## config.mk

```make
export PLATFORM = sky130hd
export DESIGN_NAME = semiauto_planner
export DESIGN_NICKNAME = d
export VERILOG_FILES = /design/src/rtl/semiauto_planner.sv
export SDC_FILE = /design/constraint.sdc
export NUM_CORES = 1
export LEC_CHECK = 0
export CORE_MARGIN = 10
export CORE_UTILIZATION = 45
export DETAILED_ROUTE_END_ITERATION = 10
export DONT_BUFFER_PORTS = 1
export GPL_TIMING_DRIVEN = 0
export HOLD_SLACK_MARGIN = 0.12
export PLACE_DENSITY = 0.64
export REMOVE_ABC_BUFFERS = 1
export SYNTH_ARGS = -nofsm -noshare
export SYNTH_HDL_FRONTEND = slang
export SYNTH_SLANG_ARGS = --single-unit
```

## constraint.sdc

```tcl
create_clock -name clk_20ms -period 3.4 [get_ports clk_20ms]
set_clock_uncertainty 0.15 [all_clocks]
set_input_delay 0.68 -clock clk_20ms [delete_from_list [all_inputs] [get_ports clk_20ms]]
set_output_delay 0.68 -clock clk_20ms [all_outputs]
set_load 0.02 [all_outputs]
```

## src/rtl/semiauto_planner.sv

```systemverilog
// rtl/semiauto_planner.sv - semi-automatic drive planner: command queue feeding a crossroad turn FSM.
// Commands wait in a small FIFO and are consumed one per crossroad; turns and cooldowns are tick-timed.
module semiauto_planner #(
  parameter int DEPTH       = 4,
  parameter int CNT_W       = 11,
  parameter int TURN_TICKS  = 200,
  parameter int UTURN_TICKS = 400,
  parameter int COOL_TICKS  = 50
) (
  input  logic                     clk_20ms,
  input  logic                     rst,
  input  logic                     enable,
  input  logic [3:0]               detector,
  input  logic                     cmd_valid,
  input  logic [1:0]               cmd,
  input  logic                     flush,
  output logic [3:0]               moving_state,
  output logic [2:0]               fsm_state,
  output logic [$clog2(DEPTH):0]   q_count,
  output logic                     q_full,
  output logic                     q_empty,
  output logic                     cmd_drop
);

  localparam int AW = $clog2(DEPTH);

  typedef enum logic [2:0] {
    S_IDLE = 3'b000,
    S_FWD  = 3'b001,
    S_WAIT = 3'b010,
    S_TURN = 3'b011,
    S_COOL = 3'b100
  } state_t;

  localparam logic [3:0] MV_STOP  = 4'b0000;
  localparam logic [3:0] MV_FWD   = 4'b0001;
  localparam logic [3:0] MV_LEFT  = 4'b0100;
  localparam logic [3:0] MV_RIGHT = 4'b1000;

  localparam logic [CNT_W-1:0] TICK_MAX   = '1;
  localparam logic [CNT_W-1:0] TURN_LAST  = CNT_W'(TURN_TICKS - 1);
  localparam logic [CNT_W-1:0] UTURN_LAST = CNT_W'(UTURN_TICKS - 1);
  localparam logic [CNT_W-1:0] COOL_LAST  = CNT_W'(COOL_TICKS - 1);

  state_t           state_q, state_d;
  logic [3:0]       move_q, move_d;
  logic [CNT_W-1:0] tick_q, tick_d, tick_inc;
  logic             uturn_q, uturn_d;
  logic             cross_q;

  logic [1:0]       mem_q [DEPTH];
  logic [AW-1:0]    wr_ptr_q, rd_ptr_q;
  logic [AW:0]      count_q, count_d;
  logic             full_q, empty_q, drop_q, drop_d;
  logic             pop, push_ok, push_w, pop_w;
  logic [1:0]       head;

  assign head     = mem_q[rd_ptr_q];
  assign tick_inc = (tick_q == TICK_MAX) ? tick_q : tick_q + CNT_W'(1);

  // The FSM acts on the head it sees in WAIT; flush only suppresses the queue update.
  assign pop     = (state_q == S_WAIT) && enable && !empty_q;
  assign push_ok = cmd_valid && (!full_q || pop);
  assign push_w  = push_ok && !flush;
  assign pop_w   = pop && !flush;
  assign drop_d  = cmd_valid && !flush && full_q && !pop;

  always_comb begin
    count_d = count_q;
    if (flush) begin
      count_d = '0;
    end else begin
      case ({push_w, pop_w})
        2'b10:   count_d = count_q + (AW+1)'(1);
        2'b01:   count_d = count_q - (AW+1)'(1);
        default: count_d = count_q;
      endcase
    end
  end

  always_comb begin
    state_d = state_q;
    move_d  = move_q;
    tick_d  = '0;
    uturn_d = uturn_q;
    if (!enable) begin
      state_d = S_IDLE;
      move_d  = MV_STOP;
    end else begin
      case (state_q)
        S_IDLE: begin
          state_d = S_WAIT;
          move_d  = MV_STOP;
        end
        S_FWD: begin
          move_d = MV_FWD;
          if (cross_q) begin
            state_d = S_WAIT;
            move_d  = MV_STOP;
          end
        end
        S_WAIT: begin
          move_d = MV_STOP;
          if (!empty_q) begin
            case (head)
              2'b00: begin
                state_d = S_COOL;
                move_d  = MV_FWD;
              end
              2'b01: begin
                state_d = S_TURN;
                move_d  = MV_LEFT;
                uturn_d = 1'b0;
              end
              2'b10: begin
                state_d = S_TURN;
                move_d  = MV_RIGHT;
                uturn_d = 1'b0;
              end
              default: begin
                state_d = S_TURN;
                move_d  = MV_RIGHT;
                uturn_d = 1'b1;
              end
            endcase
          end
        end
        S_TURN: begin
          // Leaving a turn inserts one STOP cycle before the cooldown drives forward.
          if (tick_q >= (uturn_q ? UTURN_LAST : TURN_LAST)) begin
            state_d = S_COOL;
            move_d  = MV_STOP;
          end else begin
            tick_d = tick_inc;
          end
        end
        S_COOL: begin
          move_d = MV_FWD;
          if (tick_q >= COOL_LAST) begin
            state_d = S_FWD;
          end else begin
            tick_d = tick_inc;
          end
        end
        default: begin
          state_d = S_IDLE;
          move_d  = MV_STOP;
        end
      endcase
    end
  end

  always_ff @(posedge clk_20ms) begin
    if (rst) begin
      state_q  <= S_IDLE;
      move_q   <= MV_STOP;
      tick_q   <= '0;
      uturn_q  <= 1'b0;
      cross_q  <= 1'b0;
      wr_ptr_q <= '0;
      rd_ptr_q <= '0;
      count_q  <= '0;
      full_q   <= 1'b0;
      empty_q  <= 1'b1;
      drop_q   <= 1'b0;
    end else begin
      state_q <= state_d;
      move_q  <= move_d;
      tick_q  <= tick_d;
      uturn_q <= uturn_d;
      cross_q <= detector[0] | ~detector[1] | ~detector[2];
      count_q <= count_d;
      full_q  <= (count_d == (AW+1)'(DEPTH));
      empty_q <= (count_d == '0);
      drop_q  <= drop_d;
      if (flush) begin
        wr_ptr_q <= '0;
        rd_ptr_q <= '0;
      end else begin
        if (push_w) wr_ptr_q <= wr_ptr_q + AW'(1);
        if (pop_w)  rd_ptr_q <= rd_ptr_q + AW'(1);
      end
    end
  end

  always_ff @(posedge clk_20ms) begin
    if (!rst && push_w) mem_q[wr_ptr_q] <= cmd;
  end

  assign moving_state = move_q;
  assign fsm_state    = state_q;
  assign q_count      = count_q;
  assign q_full       = full_q;
  assign q_empty      = empty_q;
  assign cmd_drop     = drop_q;

endmodule

```

==> metrics.csv, run 1 <==
stage,metric,value,unit
power_and_ir_drop,p_leak,0.763,nW
worst_setup_path,crit_fanout,9,
clocking,clock_latency,0.29,ns
floorplanning,initial_core_util,47.3,%
global_route,grt_pass1_wl,6200,um
synth,ys_ff_latch,39,
global_route,grt-ovfl-total,0,
floorplanning,core.rowCount,23,
clocking,ctsHoldBuffers,0,
worst_setup_path,crit_path_end_kind,flop,
clocking,cts_max_level,2,
worst_setup_path,crit_family,simple AND/OR/NAND/NOR gates,
status,status,"finished, final reports clean",
placed_design,dp_hpwl,2830,um
global_route,grt_use_total,10.3,%
final_layout,fin_area,2100,um^2
drt,drc,0,
drt,drt_iter0_markers,72,
floorplanning,core-area,4090,um^2
sta,final.period_utilization,94.9,%
drt,wirelength,3680,um
worst_setup_path,crit_path_max_incr_delay,0.60,ns
worst_setup_path,slowest_stage,or4b_4,
sta,rsz0062_at_grt,false,
synth,synth_edf_count,8,
sta,final-setup-viol-count,0,
worst_setup_path,criticalPathCategory,flop to flop,
clocking,cts.reportedPaths.clkPinSlew,0.08,ns
sta,hold_viol_final,0,
placed_design,place_area,1980,um^2
global_route,antenna_found_initial,0,
synth,avgSynthCellArea,9.62,um^2
final_layout,drive_gt1_share,12.7,%
clocking,cts_buffer_depth,2,
drt,vias_per_cell,5.49,
synth,yosysWarnings,0,
job,drv_cap,0,
clocking,post_cts_buffers,0,
placed_design,gp_congestion,0.834,
final_layout,areaGrowthSynthToFinish,8.54,%
clocking,cts_tree,built,
drt,wl_per_cell,14.4,um
worst_setup_path,arrival,3.32,ns
placed_design,port_buffers,0,
worst_setup_path,cp-start-kind,flop,
drt,postRouteAntennaNets,0,
global_route,grt_max_degree,15,
worst_hold_path,hp-class,input port to flop,
clocking,cts.sinks,39,
synth,async_flop_share,0,%
drt,firstDrtPassIters,4,
floorplanning,die_area,7320,um^2
worst_setup_path,worst-path-buf-inv,0,
floorplanning,die_y,85.6,um
sta,tns,0,ns
final_layout,nNetsFinal,229,
worst_setup_path,cp_data_required_time,3.49,ns
final_layout,antenna_cells,0,
floorplanning,io-pin-count,24,
power_and_ir_drop,power_density,398,nW/um^2
synth,seq_area_frac_synth,44.5,%
sta,post-route-min-period,3.23,ns
power_and_ir_drop,ir_drop,238,uV
synth,ys.flop_type,dfxtp_1,
synth,syn_area,1930,um^2
floorplanning,dieWidth,85.6,um
clocking,cts_made_buffers,5,
global_route,grt_pass1_vias,1321,
clocking,cts-root-buf,clkbuf_8,
synth,syn_inst,201,
sta,fmax,310,MHz
worst_setup_path,crit_chain,"or4b_4, o21ai_4, nand2_1, or2_2, ha_1, fa_1, xnor2_1, or3_1, a21oi_2, o31a_1",
drt,dr_total_vias,1400,
sta,slew_viol_final,0,
synth,synth.distinct_cells,46,
state kept, by name (all words and copies together), names as in the netlist, named ones only:
| signal | count |
|---|---|
| tick_q | 11 |
| mem_q | 8 |
| fsm_state | 3 |
| moving_state | 3 |
| q_count | 3 |
| rd_ptr_q | 2 |
| wr_ptr_q | 2 |
| cmd_drop | 1 |
| cross_q | 1 |
| q_empty | 1 |
| q_full | 1 |
| uturn_q | 1 |
routing by layer:
layer	vias up	track usage [%]	share of wire (%)
li1	702	-	-
met1	670	10.9	41
met2	23	17.8	51
met3	5	4.07	5.6
met4	0	4.49	1.7
met5	-	0	0
kinds of logic (layout without fill, tap and decap cells):
| group | Yosys count | in the layout | synth area share, % |
|---|---|---|---|
| simple gates | 84 | 84 | 22.3 |
| flops | 39 | 39 | 44.5 |
| compound gates | 29 | 29 | 10.6 |
| buf+inv | 17 | 20 | 3.56 |
| fa+ha+maj | 14 | 14 | 9.44 |
| xor+xnor | 11 | 11 | 4.98 |
| mux | 6 | 6 | 4.40 |
| other cells | 1 | 2 | 0.194 |
path summary, 6_finish.rpt:
| path | startpoint | to | slack (ns) | cells past startpoint |
|---|---|---|---|---|
| max | fsm_state[2] | q_full | 0.17 | 10 |
| min | rst | cross_q | 0.30 | 1 |
| max reg2reg | fsm_state[2] | q_full | 0.17 | 10 |
| min reg2reg | wr_ptr_q[1] | wr_ptr_q[1] | 0.36 | 2 |
cells in the final DEF, fill, tap and decap left out, types with 2 or more instances in the layout:
cell type,instances
nor2_1,28
dfxtp_1,27
nand2_1,16
ha_1,13
inv_1,12
a21oi_1,9
edfxtp_1,8
nand3_1,7
nor3_1,6
xnor2_1,6
o21ai_0,5
xor2_1,5
clkbuf_8,5
nor3b_1,4
and2_1,4
mux2i_1,4
or3_1,3
nand4_1,3
or2_2,2
mux4_2,2
nor2b_1,2
a21oi_2,2
a211oi_2,2
a31oi_1,2
conb_1,2
clkinv_4,2
dfxtp_4,2
dfxtp_2,2
synth_stat cells, types with 2 or more instances:
master	number	share of area (%)
a211oi_2	2	1.3
a21oi_1	10	2.6
a31oi_1	2	0.65
and2_1	4	1.3
clkbuf_1	3	0.58
dfxtp_1	31	32
edfxtp_1	8	12
ha_1	13	8.4
inv_1	12	2.3
mux2i_1	4	2.1
mux4_2	2	2.3
nand2_1	16	3.1
nand3_1	7	1.8
nand4_1	3	0.97
nor2_1	28	5.4
nor2b_1	2	0.65
nor3_1	6	1.6
nor3b_1	4	1.6
o21ai_0	5	1.3
or2_2	2	0.65
or3_1	3	0.97
xnor2_1	6	2.7
xor2_1	5	2.3
layout make-up:
type                    instances  area (um^2)
clock buffers                   5         68.8
clock inverters                 3         25.0
fillers                       381         1990
inverters                      12         45.0
multi-input cells             146         1030
flip-flops and latches         39          871
well taps                      50         62.6
timing repair:
action | in CTS | in global routing
endpoints found under the setup margin | 3 | 3
pin swaps | 0 | 1
gates resized for setup | 5 | 5
power by group:
group	internal, mW	total, mW	switching [mW]
Clock	0.146	0.319	0.172
Sequential	0.476	0.485	0.00895
Combinational	0.0128	0.0317	0.0188
Total	0.635	0.835	0.200
metrics by stage:
stage	hold WS (ns)	std cells	power, mW	util (%)	setup slack, ns
2_1_floorplan	0.319	197	0.520	-	0.145
3_3_place_gp	0.337	247	0.526	48.4	-0.123
3_5_place_dp	0.359	247	0.528	48.4	-0.202
4_1_cts	0.294	255	0.847	50.9	0.0389
5_1_grt	0.296	255	0.870	51.4	0.00894
6_report	0.301	255	0.835	51.4	0.173
(Power assumes the default switching activity.)
==> inputs of run 2 (changes only) <==
- ABC_AREA: not set -> 1
==> metrics.csv, run 2 <==
stage,metric,value,unit
drt,vias_per_cell,4.87,
sta,post-route-min-period,2.99,ns
sta,final-setup-viol-count,0,
floorplanning,core-area,4410,um^2
synth,syn_area,2070,um^2
synth,synth_top_area_cell,dfxtp_1,
synth,synth_area_leaders,"dfxtp_1, edfxtp_1, nand2_1",
worst_setup_path,startpoint,fsm_state[2],
floorplanning,core.rowCount,24,
worst_hold_path,hp-class,input port to flop,
placed_design,port_buffers,0,
worst_setup_path,cp-start-kind,flop,
worst_setup_path,cp.depth,19,
sta,fmax,334,MHz
synth,ys.flop_type,dfxtp_1,
clocking,cts-root-buf,clkbuf_8,
clocking,cts.sinks,39,
sta,final.period_utilization,88.0,%
worst_setup_path,cp_data_required_time,3.45,ns
worst_setup_path,slowest_stage,dfxtp_1,
global_route,grt_pass1_vias,1507,
clocking,clock_latency,0.29,ns
placed_design,dp_hpwl,3040,um
worst_setup_path,ff2ff_path_depth,19,
drt,wirelength,3870,um
floorplanning,die_y,87.8,um
synth,ys_ff_latch,39,
job,drv_cap,0,
synth,synth_top_area_share,30.0,%
worst_setup_path,r2r_end,q_empty,
global_route,antenna_found_initial,0,
drt,dr_total_vias,1555,
final_layout,nNetsFinal,291,
synth,avgSynthCellArea,7.98,um^2
worst_setup_path,crit_chain,"nor2_4, nand2_4, nor2_8, nand2_4, nand2_4, nand2_4, nor2_4, inv_2, ha_1, fa_1, nand2_1, nand2_1, nor2_1, nor2_1, or2_2, a21oi_1, nand2_1, nand2_1, inv_1",
floorplanning,dieWidth,87.8,um
sta,hold_viol_final,0,
synth,seq_area_frac_synth,41.6,%
worst_setup_path,reg2reg_from,fsm_state[2],
clocking,cts.reportedPaths.clkPinSlew,0.08,ns
sta,tns,0,ns
synth,syn_inst,259,
worst_setup_path,regToRegSetupSlack,0.41,ns
floorplanning,die_area,7700,um^2
floorplanning,io-pin-count,24,
global_route,met2_usage,16.3,%
clocking,ctsHoldBuffers,0,
worst_setup_path,crit_path_end_kind,flop,
placed_design,gp_congestion,0.804,
global_route,use_met1,13.3,%
sta,timing.final.ws_setup,0.408,ns
worst_setup_path,crit_fanout,5,
worst_setup_path,worst-path-buf-inv,2,
placed_design,place_ws,0.279,ns
synth,yosysWarnings,0,
power_and_ir_drop,p_leak,0.978,nW
clocking,cts_buffer_depth,2,
worst_setup_path,arrival,3.04,ns
final_layout,areaGrowthSynthToFinish,8.47,%
global_route,grtUsageMet3,5.01,%
clocking,cts_tree,built,
final_layout,final_cell_mix,"nand2_1, nor2_1, inv_1, dfxtp_1, a21oi_1",
synth,ys_top_cells_by_count,"nand2_1, nor2_1, dfxtp_1, inv_1, a21oi_1",
worst_setup_path,endpoint,q_empty,
global_route,grt_max_degree,14,
global_route,grt_pass1_wl,6750,um
final_layout,reg_top3,"tick_q x11, mem_q x8",
drt,firstDrtPassIters,4,
drt,postRouteAntennaNets,0,
worst_setup_path,crit_path_max_incr_delay,0.44,ns
drt,wl_per_cell,12.1,um
sta,rsz0062_at_grt,false,
final_layout,mostFrequentLayoutCell,nand2_1,
power_and_ir_drop,ir_drop,241,uV
global_route,grt_use_total,10.9,%
floorplanning,initial_core_util,46.8,%
worst_setup_path,crit_family,simple AND/OR/NAND/NOR gates,
drt,drt_iter0_markers,75,
final_layout,drive_gt1_share,14.6,%
drt,drc,0,
clocking,cts_made_buffers,5,
sta,slew_viol_final,0,
global_route,busiest_layer,met2,
final_layout,largest_reg_flops,11,
global_route,grt-ovfl-total,0,
worst_setup_path,criticalPathCategory,flop to flop,
power_and_ir_drop,power_density,416,nW/um^2
status,status,"finished, final reports clean",
synth,async_flop_share,0,%
synth,yosysMostFrequentCell,nand2_1,
synth,synth_edf_count,8,
final_layout,antenna_cells,0,
final_layout,largest-register,tick_q,
synth,synth.distinct_cells,30,
clocking,cts_max_level,2,
==> run 2: cell type report <==
class / count / area [um^2]
fill: 434 / 2170
multi-input combinational: 185 / 1070
sequential: 39 / 862
inverter: 35 / 131
clock buffer: 5 / 68.8
tap: 52 / 65.1
clock inverter: 3 / 43.8
==> run 2: how the worst min path moves through the flow <==
stage / start / end / slack [ns] / depth (start not counted)
floorplan: rd_ptr_q[1] / flop / 0.29 / 2
global placement: rd_ptr_q[0] / rd_ptr_q[0] / 0.31 / 1
detailed placement: rd_ptr_q[1] / rd_ptr_q[1] / 0.31 / 2
CTS: rst / q_count[0] / 0.29 / 1
global route: rst / q_count[0] / 0.29 / 1
finish: rst / q_count[0] / 0.30 / 1
==> run 2: worst reg2reg max path, cell delays in order, from the launching register on <==
cell     delay (ns)
dfxtp_1        0.44
nor2_4         0.21
nand2_4        0.10
nor2_8         0.13
nand2_4        0.08
nand2_4        0.07
nand2_4        0.06
nor2_4         0.12
inv_2          0.06
ha_1           0.23
fa_1           0.39
nand2_1        0.07
nand2_1        0.04
nor2_1         0.12
nor2_1         0.05
or2_2          0.27
a21oi_1        0.11
nand2_1        0.09
nand2_1        0.07
inv_1          0.03
==> run 2: metrics by stage <==
| step | utilization [%] | hold WS [ns] | total power [mW] | area, um^2 | instances |
|---|---|---|---|---|---|
| 2_1_floorplan | - | 0.291 | 0.548 | 2060 | 259 |
| 3_3_place_gp | 48.2 | 0.309 | 0.558 | 2130 | 311 |
| 3_5_place_dp | 48.2 | 0.314 | 0.559 | 2130 | 311 |
| 4_1_cts | 50.8 | 0.289 | 0.943 | 2240 | 319 |
| 5_1_grt | 50.8 | 0.292 | 0.972 | 2240 | 319 |
| 6_report | 50.8 | 0.295 | 0.933 | 2240 | 319 |
==> run 2: report_power, final <==
part / leakage (nW) / switching (mW) / internal (mW) / total (mW)
sequential: 0.324 / 0.0126 / 0.479 / 0.492
clock: 0.0581 / 0.168 / 0.218 / 0.386
combinational: 0.596 / 0.0362 / 0.0191 / 0.0553
==> run 2: cells by family (layout without fill, tap and decap cells) <==
logic type	after synthesis	count (layout)	synth area share (%)
buffers and inverters	36	43	6.72
AND/OR/NAND/NOR	134	134	32.7
adder cells (fa/ha/maj)	14	14	8.84
other	1	2	0.181
XOR/XNOR	5	5	2.12
flip-flops	39	39	41.6
AO/OA/AOI/OAI	30	30	7.75
==> run 2: per-layer routing <==
metal  share of wire (%)  up-vias
met1                  47      684
met4                 1.3        0
met5                   0        -
li1                    -      834
met2                  43       32
met3                 8.3        5
==> run 2: what timing repair did <==
action,CTS,global route
gates resized for setup,0,1
endpoints found under the setup margin,0,2
buffers inserted,0,0
